--- src/rtl/axi_arb_pkg.sv ---
// axi_arb_pkg: shared types and helpers for the command-port arbiters.
// Rev 1.0
`default_nettype none
package axi_arb_pkg;

  typedef enum logic [1:0] {
    IDLE  = 2'd0,
    ISSUE = 2'd1,
    GAP   = 2'd2
  } state_t;

  // Index width for n requesters; never below one bit.
  function automatic int idx_w(input int n);
    return (n <= 2) ? 1 : $clog2(n);
  endfunction

endpackage
`default_nettype wire

--- src/rtl/rr_pick.sv ---
// rr_pick: combinational round-robin finder, first set req bit at or after ptr.
// Rev 1.0
`default_nettype none
module rr_pick #(
  parameter int N  = 4,
  parameter int IW = 2
) (
  input  logic [N-1:0]  req,
  input  logic [IW-1:0] ptr,
  output logic [IW-1:0] idx,
  output logic          found
);

  logic [IW:0]   sum;
  logic [IW-1:0] cand;

  // Scan offsets from far to near so the nearest hit to ptr is the last write.
  always_comb begin
    idx   = '0;
    found = 1'b0;
    sum   = '0;
    cand  = '0;
    for (int k = N - 1; k >= 0; k--) begin
      sum = {1'b0, ptr} + (IW+1)'(k);
      if (sum >= (IW+1)'(N)) begin
        sum = sum - (IW+1)'(N);
      end
      cand = sum[IW-1:0];
      if (req[cand]) begin
        idx   = cand;
        found = 1'b1;
      end
    end
  end

endmodule
`default_nettype wire

--- src/rtl/axi_cmd_arbiter.sv ---
// axi_cmd_arbiter: round-robin sharing of one master command port, with lock.
// Rev 1.0
`default_nettype none
module axi_cmd_arbiter
  import axi_arb_pkg::*;
#(
  parameter int NREQ   = 4,
  parameter int ADDR_W = 32,
  parameter int DATA_W = 64,
  localparam int IDX_W = idx_w(NREQ)
) (
  input  logic                   ACLK,
  input  logic                   ARESET,
  input  logic [NREQ-1:0]        req_valid,
  input  logic [NREQ-1:0]        req_write,
  input  logic [NREQ-1:0]        req_lock,
  input  logic [NREQ*ADDR_W-1:0] req_addr,
  input  logic [NREQ*DATA_W-1:0] req_wdata,
  output logic [NREQ-1:0]        req_done,
  output logic [DATA_W-1:0]      req_rdata,
  output logic                   cmd_valid,
  output logic                   cmd_write,
  output logic [ADDR_W-1:0]      cmd_addr,
  output logic [DATA_W-1:0]      cmd_wdata,
  input  logic                   cmd_done,
  input  logic [DATA_W-1:0]      cmd_rdata,
  output logic                   busy,
  output logic [IDX_W-1:0]       grant_idx
);

  typedef struct packed {
    logic              write;
    logic              lock;
    logic [ADDR_W-1:0] addr;
    logic [DATA_W-1:0] wdata;
  } cmd_t;

  state_t           state, state_nxt;
  cmd_t             cmd_r, win_cmd;
  logic [NREQ-1:0]  elig;
  logic [IDX_W-1:0] win, pick_ptr, rr_ptr, lock_owner;
  logic             found, lock_owner_vld;

  // A held lock narrows eligibility to its owner alone.
  always_comb begin
    elig     = lock_owner_vld ? (req_valid & (NREQ'(1) << lock_owner)) : req_valid;
    pick_ptr = lock_owner_vld ? lock_owner : rr_ptr;
  end

  rr_pick #(.N(NREQ), .IW(IDX_W)) u_pick (
    .req   (elig),
    .ptr   (pick_ptr),
    .idx   (win),
    .found (found)
  );

  always_comb begin
    win_cmd = '0;
    for (int i = 0; i < NREQ; i++) begin
      if (win == IDX_W'(i)) begin
        win_cmd.write = req_write[i];
        win_cmd.lock  = req_lock[i];
        win_cmd.addr  = req_addr[i*ADDR_W +: ADDR_W];
        win_cmd.wdata = req_wdata[i*DATA_W +: DATA_W];
      end
    end
  end

  always_ff @(posedge ACLK or posedge ARESET) begin
    if (ARESET) state <= IDLE;
    else        state <= state_nxt;
  end

  always_comb begin
    state_nxt = state;
    case (state)
      IDLE:    if (found)    state_nxt = ISSUE;
      ISSUE:   if (cmd_done) state_nxt = GAP;
      GAP:                   state_nxt = IDLE;
      default:               state_nxt = IDLE;
    endcase
  end

  always_ff @(posedge ACLK or posedge ARESET) begin
    if (ARESET) begin
      cmd_r          <= '0;
      cmd_valid      <= 1'b0;
      req_done       <= '0;
      req_rdata      <= '0;
      busy           <= 1'b0;
      grant_idx      <= '0;
      rr_ptr         <= '0;
      lock_owner     <= '0;
      lock_owner_vld <= 1'b0;
    end else begin
      case (state)
        IDLE: begin
          if (found) begin
            cmd_r     <= win_cmd;
            cmd_valid <= 1'b1;
            busy      <= 1'b1;
            grant_idx <= win;
          end
        end
        ISSUE: begin
          if (cmd_done) begin
            cmd_valid <= 1'b0;
            req_rdata <= cmd_r.write ? '0 : cmd_rdata;
            req_done  <= NREQ'(1) << grant_idx;
          end
        end
        GAP: begin
          req_done <= '0;
          busy     <= 1'b0;
          if (cmd_r.lock) begin
            lock_owner     <= grant_idx;
            lock_owner_vld <= 1'b1;
          end else begin
            lock_owner_vld <= 1'b0;
            rr_ptr         <= (grant_idx == IDX_W'(NREQ - 1)) ? '0 : grant_idx + IDX_W'(1);
          end
        end
        default: ;
      endcase
    end
  end

  assign cmd_write = cmd_r.write;
  assign cmd_addr  = cmd_r.addr;
  assign cmd_wdata = cmd_r.wdata;

endmodule
`default_nettype wire

--- config.mk ---
export PLATFORM = sky130hd
export DESIGN_NAME = axi_cmd_arbiter
export DESIGN_NICKNAME = d
export VERILOG_FILES = /design/src/rtl/axi_arb_pkg.sv /design/src/rtl/rr_pick.sv /design/src/rtl/axi_cmd_arbiter.sv
export SDC_FILE = /design/constraint.sdc
export NUM_CORES = 1
export LEC_CHECK = 0
export ABC_AREA = 1
export CAP_MARGIN = 20
export CORE_AREA = 5 5 245 247
export CTS_CLUSTER_SIZE = 12
export DETAILED_ROUTE_END_ITERATION = 8
export DIE_AREA = 0 0 250 252
export PLACE_DENSITY_LB_ADDON = 0.3
export SYNTH_ARGS = -nofsm -noshare
export SYNTH_HDL_FRONTEND = slang
export SYNTH_SLANG_ARGS = --single-unit
--- constraint.sdc ---
create_clock -name ACLK -period 14 [get_ports ACLK]
set_clock_uncertainty 0.15 [all_clocks]
set_input_delay 2.8 -clock ACLK [delete_from_list [all_inputs] [get_ports ACLK]]
set_output_delay 2.8 -clock ACLK [all_outputs]
set_load 0.005 [all_outputs]
==> results of run 1 <==
## worst min path at each step
stage	from	endpoint	cells past startpoint	slack [ns]
2_1_floorplan	cmd_addr[13]	cmd_addr[13]	2	0.30
3_3_place_gp	cmd_wdata[6]	cmd_wdata[6]	2	0.31
3_5_place_dp	cmd_wdata[41]	cmd_wdata[41]	2	0.31
4_1_cts	cmd_addr[22]	cmd_addr[22]	2	0.33
5_1_grt	cmd_addr[10]	cmd_addr[10]	2	0.35
6_report	cmd_addr[22]	cmd_addr[22]	2	0.33
## stage by stage
step,cell area [um^2],util (%)
floorplan,11300,-
global placement,17400,30.4
detailed placement,17400,30.4
CTS,18000,31.4
global route,18100,31.5
finish,18100,31.5
## power by group
group,internal [mW],leakage (nW),switching (mW)
logic,1.32,5.90,2.43
registers,0.766,2.22,0.148
clock network,0.259,0.291,0.253
total,2.35,8.41,2.83
## cell type report
class / count / area, um^2 / share of cell area [%]
antenna: 3 / 7.51 / 0.0415
sequential: 177 / 4430 / 24.5
clock buffer: 18 / 439 / 2.43
inverter: 81 / 317 / 1.75
timing repair buffer: 646 / 6440 / 35.6
clock inverter: 14 / 163 / 0.900
multi-input combinational: 1230 / 5320 / 29.4
tap: 765 / 957 / 5.30
## placed cells by master (no fill, tap or decap), types with 3 or more instances in the layout
| cell type | synthesis | layout |
|---|---|---|
| buf_4 | 118 | 14 |
| clkbuf_16 | 0 | 17 |
| clkdlybuf4s50_1 | 0 | 631 |
| dfrtp_1 | 177 | 177 |
| diode_2 | 0 | 3 |
| ha_1 | 4 | 4 |
| inv_1 | 76 | 75 |
| inv_2 | 4 | 3 |
| inv_6 | 0 | 4 |
| inv_8 | 0 | 5 |
| nand2_1 | 674 | 673 |
| nand2_2 | 5 | 4 |
| nand2_4 | 2 | 3 |
| nand3_1 | 174 | 174 |
| nand3b_1 | 3 | 3 |
| nand4_1 | 81 | 81 |
| nor2_1 | 202 | 202 |
| o21ai_0 | 72 | 72 |
## per-layer routing
metal / part of all wire [%] / vias to the layer above
met5: 0 / -
met4: 2.7 / 0
met3: 8.1 / 57
met2: 50 / 561
met1: 39 / 6066
li1: - / 6190
## registers in the layout, indices dropped and copies added (netlist names)
signal / flops
cmd_valid: 1
cmd_r: 1
req_rdata: 64
cmd_addr: 32
cmd_wdata: 64
lock_owner: 2
req_done: 4
grant_idx: 2
lock_owner_vld: 1
busy: 1
rr_ptr: 2
state: 2
cmd_write: 1
## cells in the mapped netlist, types with 3 or more instances
cell      number
nand2_1      674
nor2_1       202
dfrtp_1      177
nand3_1      174
buf_4        118
nand4_1       81
inv_1         76
o21ai_0       72
buf_2         43
clkbuf_1      41
buf_6          6
nand2_2        5
ha_1           4
inv_2          4
nand3b_1       3
## critical path: stages
cell and delay (ns):
clkdlybuf4s50_1 0.46, inv_1 0.05, a21oi_1 0.10, nand2_1 0.06
nand2_1 0.08, nand2_1 0.14, nand2_1 0.19, inv_2 0.08
nand2_2 0.08, nand2_4 0.34, nand3_4 0.80, buf_4 0.71
buf_4 0.69, nand2_1 0.12, inv_1 0.08, nand3_1 0.06
nand2_1 0.06, nand2_1 0.05
## logic make-up after synthesis
| group | Yosys count |
|---|---|
| and+or+nand+nor | 1147 |
| buffers and inverters | 291 |
| DFF | 177 |
| AOI/OAI and AO/OA | 79 |
| adders and majority gates | 4 |
==> results by group, run 1 <==
Run status
  – Outcome: completed

Die
  – Die Ht: 252 um
  – Initial Utilization: 19.8%
  – I/O Pins: 632
  – Core Footprint: 57400 um^2
  – Rows: 88
  – Chip width: 250 um
  – DIE AREA: 63000 um^2

Power
  – Maximum vdd drop: 0.000192 V
  – Tot Pwr: 5.18 mW
  – Pwr/cell area: 287 nW/um^2
  – Leak: 8.41 nW

Yosys
  – Post-synthesis simple-gate area fraction: 42.4%
  – Mapped Avg Cell Area: 6.68 um^2
  – Post-synth EDFFs: 0
  – Syn Nets: 2165
  – Ys flop type: dfrtp_1
  – Synth area leaders: dfrtp_1 (39%), nand2_1 (22%), buf_4 (7.8%)
  – Post-synth cell types: 30
  – Synth Warn #: 0
  – Xor/xnor share of the synthesized area: 0%
  – Sequential area share after synthesis: 39.0%
  – Compound-Gate Fraction of Synth Area: 3.65%
  – Synth top area share: 39.0%
  – Synthesized flop and latch total: 177
  – Largest family of logic cells by synthesized area: simple AND/OR/NAND/NOR gates
  – Post-synthesis adder-cell area fraction: 0.441%
  – Mapped Area: 11300 um^2
  – Post-synthesis mux area share: 0%
  – Cell taking the most area after synthesis: dfrtp_1
  – Syn Inst Count: 1698
  – Asr flop ratio synth: 100%

Place
  – Dpl cells: 2898
  – PortBufs: 631
  – Pre-CTS WS: 6.56 ns
  – Final HPWL DP: 42200 um
  – Gpl congestion: 0.931

Finish
  – Filler cell count: 6185
  – Nets: 2620
  – P&R area growth vs syn: 59.3%
  – Share of cells above drive strength 1: 3.09%
  – Post-Layout Cell Count: 2934

Setup path
  – R2r endpoint: cmd_wdata[61]
  – CP Max Fanout: 67
  – Critical Path Sink: cmd_wdata[61]
  – CP Launch Type: input port
  – Worst Path Required: 14.22 ns
  – Crit path capture type: flop
  – Critical path arrival: 7.09 ns
  – Crit path kind: in -> reg
  – Worst reg-to-reg setup slack: 9.15 ns
  – Worst r2r src: lock_owner_vld
  – Crit path launch: req_valid[1]
  – Worst R2R Path Depth: 17

STA
  – Fmax: 146 MHz
  – RSZ-0062 raised after global routing: false
  – Final hold viol count: 0
  – Post-route setup slack: 7.13 ns
  – Fin crit period: 6.87 ns
  – Worst slew pin tran: 1.04 ns
  – # setup viols final: 0
  – Final Cycle Share: 49.1%
  – Max transition margin: 31.0%
  – Setup_tns: 0 ns
  – Final-layout worst hold slack: 0.329 ns
  – Slew Viols, Final: 0

Clock tree
  – Setup repair bufs after CTS: 0
  – CTS sink cnt: 177
  – H-tree Lvls: 4
  – CTS buffer count: 17
  – Clock Tree Buf Depth: 2
  – CTS tree: done
  – Worst-Skew Late Latency: 0.48 ns
  – CTS Root Cell: clkbuf_16
  – Post-cts sizing count: 0
  – Cts hold-fix bufs: 0
  – Clk pin slew, worst setup/hold paths: 0.07 ns

Global route
  – GRT met1 Usage: 19.7%
  – Congestion Overflow GR: 0
  – Largest net degree at the start of global routing: 124
  – First-pass GRT wire length: 82800 um
  – Initial antenna violation count: 3
  – GR met3 Demand/Resource: 5.30%
  – Vias in the first global route: 13165
  – Most Crowded Layer GR: met2
  – Total track usage: 17.0%
  – Met2 Track Usage GR: 29.9%

Drt
  – Post-route ant nets: 0
  – DRC errors left: 0
  – DR pass1 iterations: 5
  – Total wire length: 56000 um
  – Vias post-DR: 12874
  – Drt initial violations: 727
  – Wirelength per Cell: 19.1 um
  – Via-per-instance ratio: 4.39

Run
  – Max Cap Viol: 0

Worst hold path
  – Worst Hold Class: reg -> reg
No activity file was read; power rests on OpenSTA's default activity.
==> inputs of run 2 (changes only) <==
Settings changed: CORE_AREA 5 5 245 247 to 5 5 240 242, DIE_AREA 0 0 250 252 to 0 0 245 247.
Clock period 14 ns to 6.59 ns, I/O delays scaled along.
==> results by group, run 2 (synthesized netlist as in run 1, its figures left out) <==
Global route
  – First-pass GRT wire length: 77700 um
  – Initial antenna violation count: 14
  – Vias in the first global route: 12896
  – Total track usage: 16.7%
  – Congestion Overflow GR: 0
  – Largest net degree at the start of global routing: 196

Run status
  – Outcome: completed

Clock tree
  – Worst-Skew Late Latency: 0.47 ns
  – Clk pin slew, worst setup/hold paths: 0.07 ns
  – CTS buffer count: 17
  – Setup repair bufs after CTS: 0
  – Clock Tree Buf Depth: 2
  – CTS tree: done
  – CTS Root Cell: clkbuf_16
  – Cts hold-fix bufs: 0
  – CTS sink cnt: 177
  – H-tree Lvls: 4
  – Post-cts sizing count: 0

STA
  – RSZ-0062 raised after global routing: false
  – Slew Viols, Final: 0
  – Fmax: 233 MHz
  – Final Cycle Share: 65.0%
  – Max transition margin: 28.9%
  – Final hold viol count: 0
  – # setup viols final: 0
  – Worst slew pin tran: 1.07 ns
  – Setup_tns: 0 ns
  – Fin crit period: 4.28 ns

Setup path
  – Slowest CP cell: buf_12
  – CP Launch Type: input port
  – Critical path arrival: 4.50 ns
  – CP Max Fanout: 195
  – Crit path launch: req_valid[1]
  – Worst Path Required: 6.81 ns
  – Crit-path most repeated cell: nand2_1
  – Worst reg-to-reg setup slack: 2.91 ns
  – Crit path kind: in -> reg
  – R2r endpoint: cmd_addr[0]
  – Worst R2R Path Depth: 17
  – Crit path cell chain: clkdlybuf4s50_1 > inv_1 > a21oi_1 > nand2_1 > nand2_1 > nand2_1 > nand2_1 > inv_1 > nand2_1 > nand2_1 > nand2_8 > inv_4 > nand3_4 > buf_12 > nand2_1 > inv_1 > nand3_1 > nand2_1 > nand2_1
  – Worst stage delay on the critical path: 0.57 ns
  – Worst r2r src: lock_owner_vld
  – Critical Path Sink: cmd_addr[0]
  – Crit path capture type: flop

Finish
  – Share of cells above drive strength 1: 3.14%
  – Nets: 2621
  – P&R area growth vs syn: 59.3%
  – Util after Layout: 32.9%
  – Post-Layout Cell Count: 2881
  – Design Area, Final: 18100 um^2
  – Most frequent cells in the layout: nand2_1 (673), clkdlybuf4s50_1 (631), nor2_1 (202)
  – Commonest non-fill, non-tap cell in the layout: nand2_1

Die
  – Chip width: 245 um
  – Die Ht: 247 um
  – DIE AREA: 60500 um^2
  – I/O Pins: 632
  – Initial Utilization: 20.7%
  – Core Footprint: 54900 um^2
  – Rows: 86

Place
  – Final HPWL DP: 40500 um
  – Dpl cells: 2838
  – Gpl congestion: 0.909
  – PortBufs: 631
  – Post-DP Area: 17400 um^2

Drt
  – Via-per-instance ratio: 4.42
  – DRC errors left: 0
  – Post-route ant nets: 0
  – DR pass1 iterations: 5
  – Drt initial violations: 659
  – Vias post-DR: 12746
  – Wirelength per Cell: 18.5 um
  – Total wire length: 53400 um

Power
  – Tot Pwr: 10.9 mW
  – Maximum vdd drop: 0.000660 V
  – Pwr/cell area: 605 nW/um^2
  – Leak: 8.44 nW

Worst hold path
  – Worst Hold Class: reg -> reg

Run
  – Max Cap Viol: 0
-- run 2: changes by cell type in the layout (fill, tap and decap cells not counted), sizes merged --
cell and delta:
buf +1, clkinv +2, diode +7, inv -2
-- run 2: critical path: cells and delay by family --
kind,cells,cell delay (ns)
buf+inv,6,1.50
simple gates,12,1.23
compound gates,1,0.13
-- run 2: cell type report --
type / count / area [um^2]
Tap cell: 704 / 881
Fill cell: 5908 / 36800
Inverter: 81 / 317
Antenna cell: 10 / 25.0
Sequential cell: 177 / 4430
Clock inverter: 14 / 166
Timing Repair Buffer: 647 / 6510
Clock buffer: 18 / 439
Multi-Input combinational cell: 1230 / 5320
-- run 2: power by group --
group	leakage [nW]	internal, mW	switching, mW	total (mW)
Clock	0.291	0.551	0.533	1.08
Sequential	2.22	1.63	0.298	1.93
Combinational	5.93	2.87	5.06	7.93
Total	8.44	5.05	5.89	10.9
-- run 2: metal layers --
layer	wire length, um	track usage (%)	vias to the layer above	part of all wire, %
met5	55	0	-	0.10
li1	-	-	6205	-
met3	4760	6.02	72	8.9
met4	1710	7.34	8	3.2
met2	26000	27.9	538	49
met1	20900	19.4	5923	39
-- run 2: worst min-delay path by stage --
stage	end	from	cells after the start	slack (ns)
after floorplan	cmd_addr[13]	cmd_addr[13]	2	0.30
after global placement	cmd_wdata[12]	cmd_wdata[12]	2	0.31
after detailed placement	cmd_addr[17]	cmd_addr[17]	2	0.31
after CTS	cmd_addr[17]	cmd_addr[17]	2	0.33
after global routing	cmd_addr[17]	cmd_addr[17]	2	0.35
final	cmd_addr[17]	cmd_addr[17]	2	0.33
-- run 2: metrics by stage --
step | hold WS [ns] | setup slack (ns)
after floorplan | 0.300 | 0.320
after global placement | 0.311 | 1.84
after detailed placement | 0.314 | 1.87
after CTS | 0.333 | 2.40
after global routing | 0.350 | 2.15
final | 0.329 | 2.31
==> inputs of run 3 (changes only) <==
Settings changed: CORE_AREA 5 5 240 242 to 5 5 245 247, DIE_AREA 0 0 245 247 to 0 0 250 252.
Clock period 6.59 ns to 3.55 ns, I/O delays scaled along.
==> results by group, run 3 (synthesized netlist as in run 1, its figures left out) <==
Global route
  – Initial antenna violation count: 10
  – Largest net degree at the start of global routing: 73
  – Vias in the first global route: 13429
  – Total track usage: 17.1%
  – Congestion Overflow GR: 0
  – First-pass GRT wire length: 83200 um

STA
  – Setup_tns: 0 ns
  – Final Cycle Share: 81.5%
  – Slew Viols, Final: 0
  – Worst slew pin tran: 0.993 ns
  – Final hold viol count: 0
  – Max transition margin: 33.7%
  – RSZ-0062 raised after global routing: false
  – Fin crit period: 2.89 ns
  – Final-layout worst hold slack: 0.329 ns
  – Fmax: 346 MHz
  – # setup viols final: 0

Finish
  – Post-Layout Cell Count: 2978
  – Most frequent cells in the layout: nand2_1 (673), clkdlybuf4s50_1 (631), nor2_1 (202)
  – Commonest non-fill, non-tap cell in the layout: nand2_1
  – Filler cell count: 6143
  – P&R area growth vs syn: 64.1%
  – Nets: 2662
  – Share of cells above drive strength 1: 4.94%

Clock tree
  – Cts hold-fix bufs: 0
  – Setup repair bufs after CTS: 0
  – Worst-Skew Late Latency: 0.48 ns
  – CTS buffer count: 17
  – CTS sink cnt: 177
  – CTS Root Cell: clkbuf_16
  – Clk pin slew, worst setup/hold paths: 0.07 ns
  – Post-cts sizing count: 0
  – Clock Tree Buf Depth: 2
  – H-tree Lvls: 4
  – CTS tree: done

Setup path
  – Worst Path Required: 3.82 ns
  – Slowest CP cell: clkdlybuf4s50_1
  – CP Launch Type: input port
  – Worst stage delay on the critical path: 0.49 ns
  – Critical path arrival: 3.16 ns
  – Worst R2R Path Depth: 17
  – Crit path cell chain: clkdlybuf4s50_1 > a21boi_0 > nand2_1 > nand2_1 > nand2_1 > and2_1 > nand2_1 > nand2_8 > inv_4 > buf_12 > buf_4 > nand2_1 > nand2_1 > inv_1 > nand3_1 > nand2_1 > nand2_1
  – Crit path capture type: flop
  – Worst reg-to-reg setup slack: 0.69 ns
  – Crit path kind: in -> reg
  – Worst r2r src: lock_owner_vld
  – CP Max Fanout: 53
  – Crit-path most repeated cell: nand2_1
  – R2r endpoint: cmd_wdata[63]

Power
  – Leak: 8.69 nW
  – Maximum vdd drop: 0.000661 V
  – Pwr/cell area: 1160 nW/um^2

Run
  – Max Cap Viol: 0

Place
  – Gpl congestion: 0.924
  – PortBufs: 631
  – Dpl cells: 2941
  – Final HPWL DP: 43500 um

Drt
  – DR pass1 iterations: 5
  – Vias post-DR: 12937
  – Wirelength per Cell: 18.8 um
  – Total wire length: 56100 um
  – Via-per-instance ratio: 4.34
  – DRC errors left: 0
  – Post-route ant nets: 0
  – Drt initial violations: 730

Worst hold path
  – Worst Hold Class: reg -> reg
  – Min-delay src: cmd_wdata[47]
  – Hold path depth: 2
  – Worst Hold End: cmd_wdata[47]

Die
  – I/O Pins: 632
  – Die Ht: 252 um
  – DIE AREA: 63000 um^2
  – Rows: 88
  – Chip width: 250 um
  – Core Footprint: 57400 um^2
  – Initial Utilization: 19.8%

Run status
  – Outcome: completed
## run 3: cell count changes in the layout (fill, tap and decap cells not counted), sizes merged
cell	change
diode	-5
clkbuf	-1
bufinv	-1
clkinvlp	+2
buf	+41
## run 3: stage by stage
stage                     utilization [%]  area, um^2  setup slack, ns  power, mW
after detailed placement             31.4       18000            0.177       19.8
after global placement               31.4       18000            0.185       19.7
after floorplan                         -       11300            0.423       13.8
after CTS                            32.4       18600            0.679       21.8
final                                32.5       18600            0.658       21.5
after global routing                 32.4       18600            0.400       23.7
## run 3: report_power, final
part	switching [mW]	leakage, nW	internal [mW]
clock network	1.00	0.275	0.932
registers	0.588	2.22	3.02
logic	9.68	6.19	6.30
total	11.3	8.69	10.3
## run 3: how the worst max path moves through the flow
| stage | start | slack, ns | depth (start not counted) | endpoint |
|---|---|---|---|---|
| after floorplan | ARESET | 0.42 | 1 | busy |
| after global placement | req_valid[1] | 0.19 | 18 | cmd_addr[7] |
| final | req_valid[3] | 0.66 | 17 | cmd_wdata[63] |
| after global routing | lock_owner_vld | 0.40 | 18 | cmd_wdata[2] |
| after detailed placement | req_valid[3] | 0.18 | 16 | cmd_addr[7] |
| after CTS | lock_owner_vld | 0.68 | 18 | cmd_addr[7] |
## run 3: critical path, delay by kind of cell
| family | cells | cell delay, ns |
|---|---|---|
| compound gates | 1 | 0.21 |
| buf+inv | 5 | 1.25 |
| simple gates | 11 | 0.97 |
## run 3: final cells by class
| cell class | instances | area, um^2 | share of cell area (%) |
|---|---|---|---|
| antenna | 5 | 12.5 | 0.0672 |
| clock buffer | 17 | 425 | 2.28 |
| clock inverter | 15 | 148 | 0.793 |
| inverter | 81 | 313 | 1.68 |
| multi-input combinational | 1230 | 5320 | 28.5 |
| sequential | 177 | 4430 | 23.8 |
| tap | 765 | 957 | 5.14 |
| timing repair buffer | 688 | 7020 | 37.7 |
## run 3: routing by layer
metal / vias to the layer above / share of wire, % / GRT usage [%]
met3: 57 / 7.9 / 5.23
met2: 550 / 50 / 30.0
met1: 6032 / 41 / 20.3
met4: 6 / 1.9 / 4.74
li1: 6292 / - / -
met5: - / 0.059 / 0
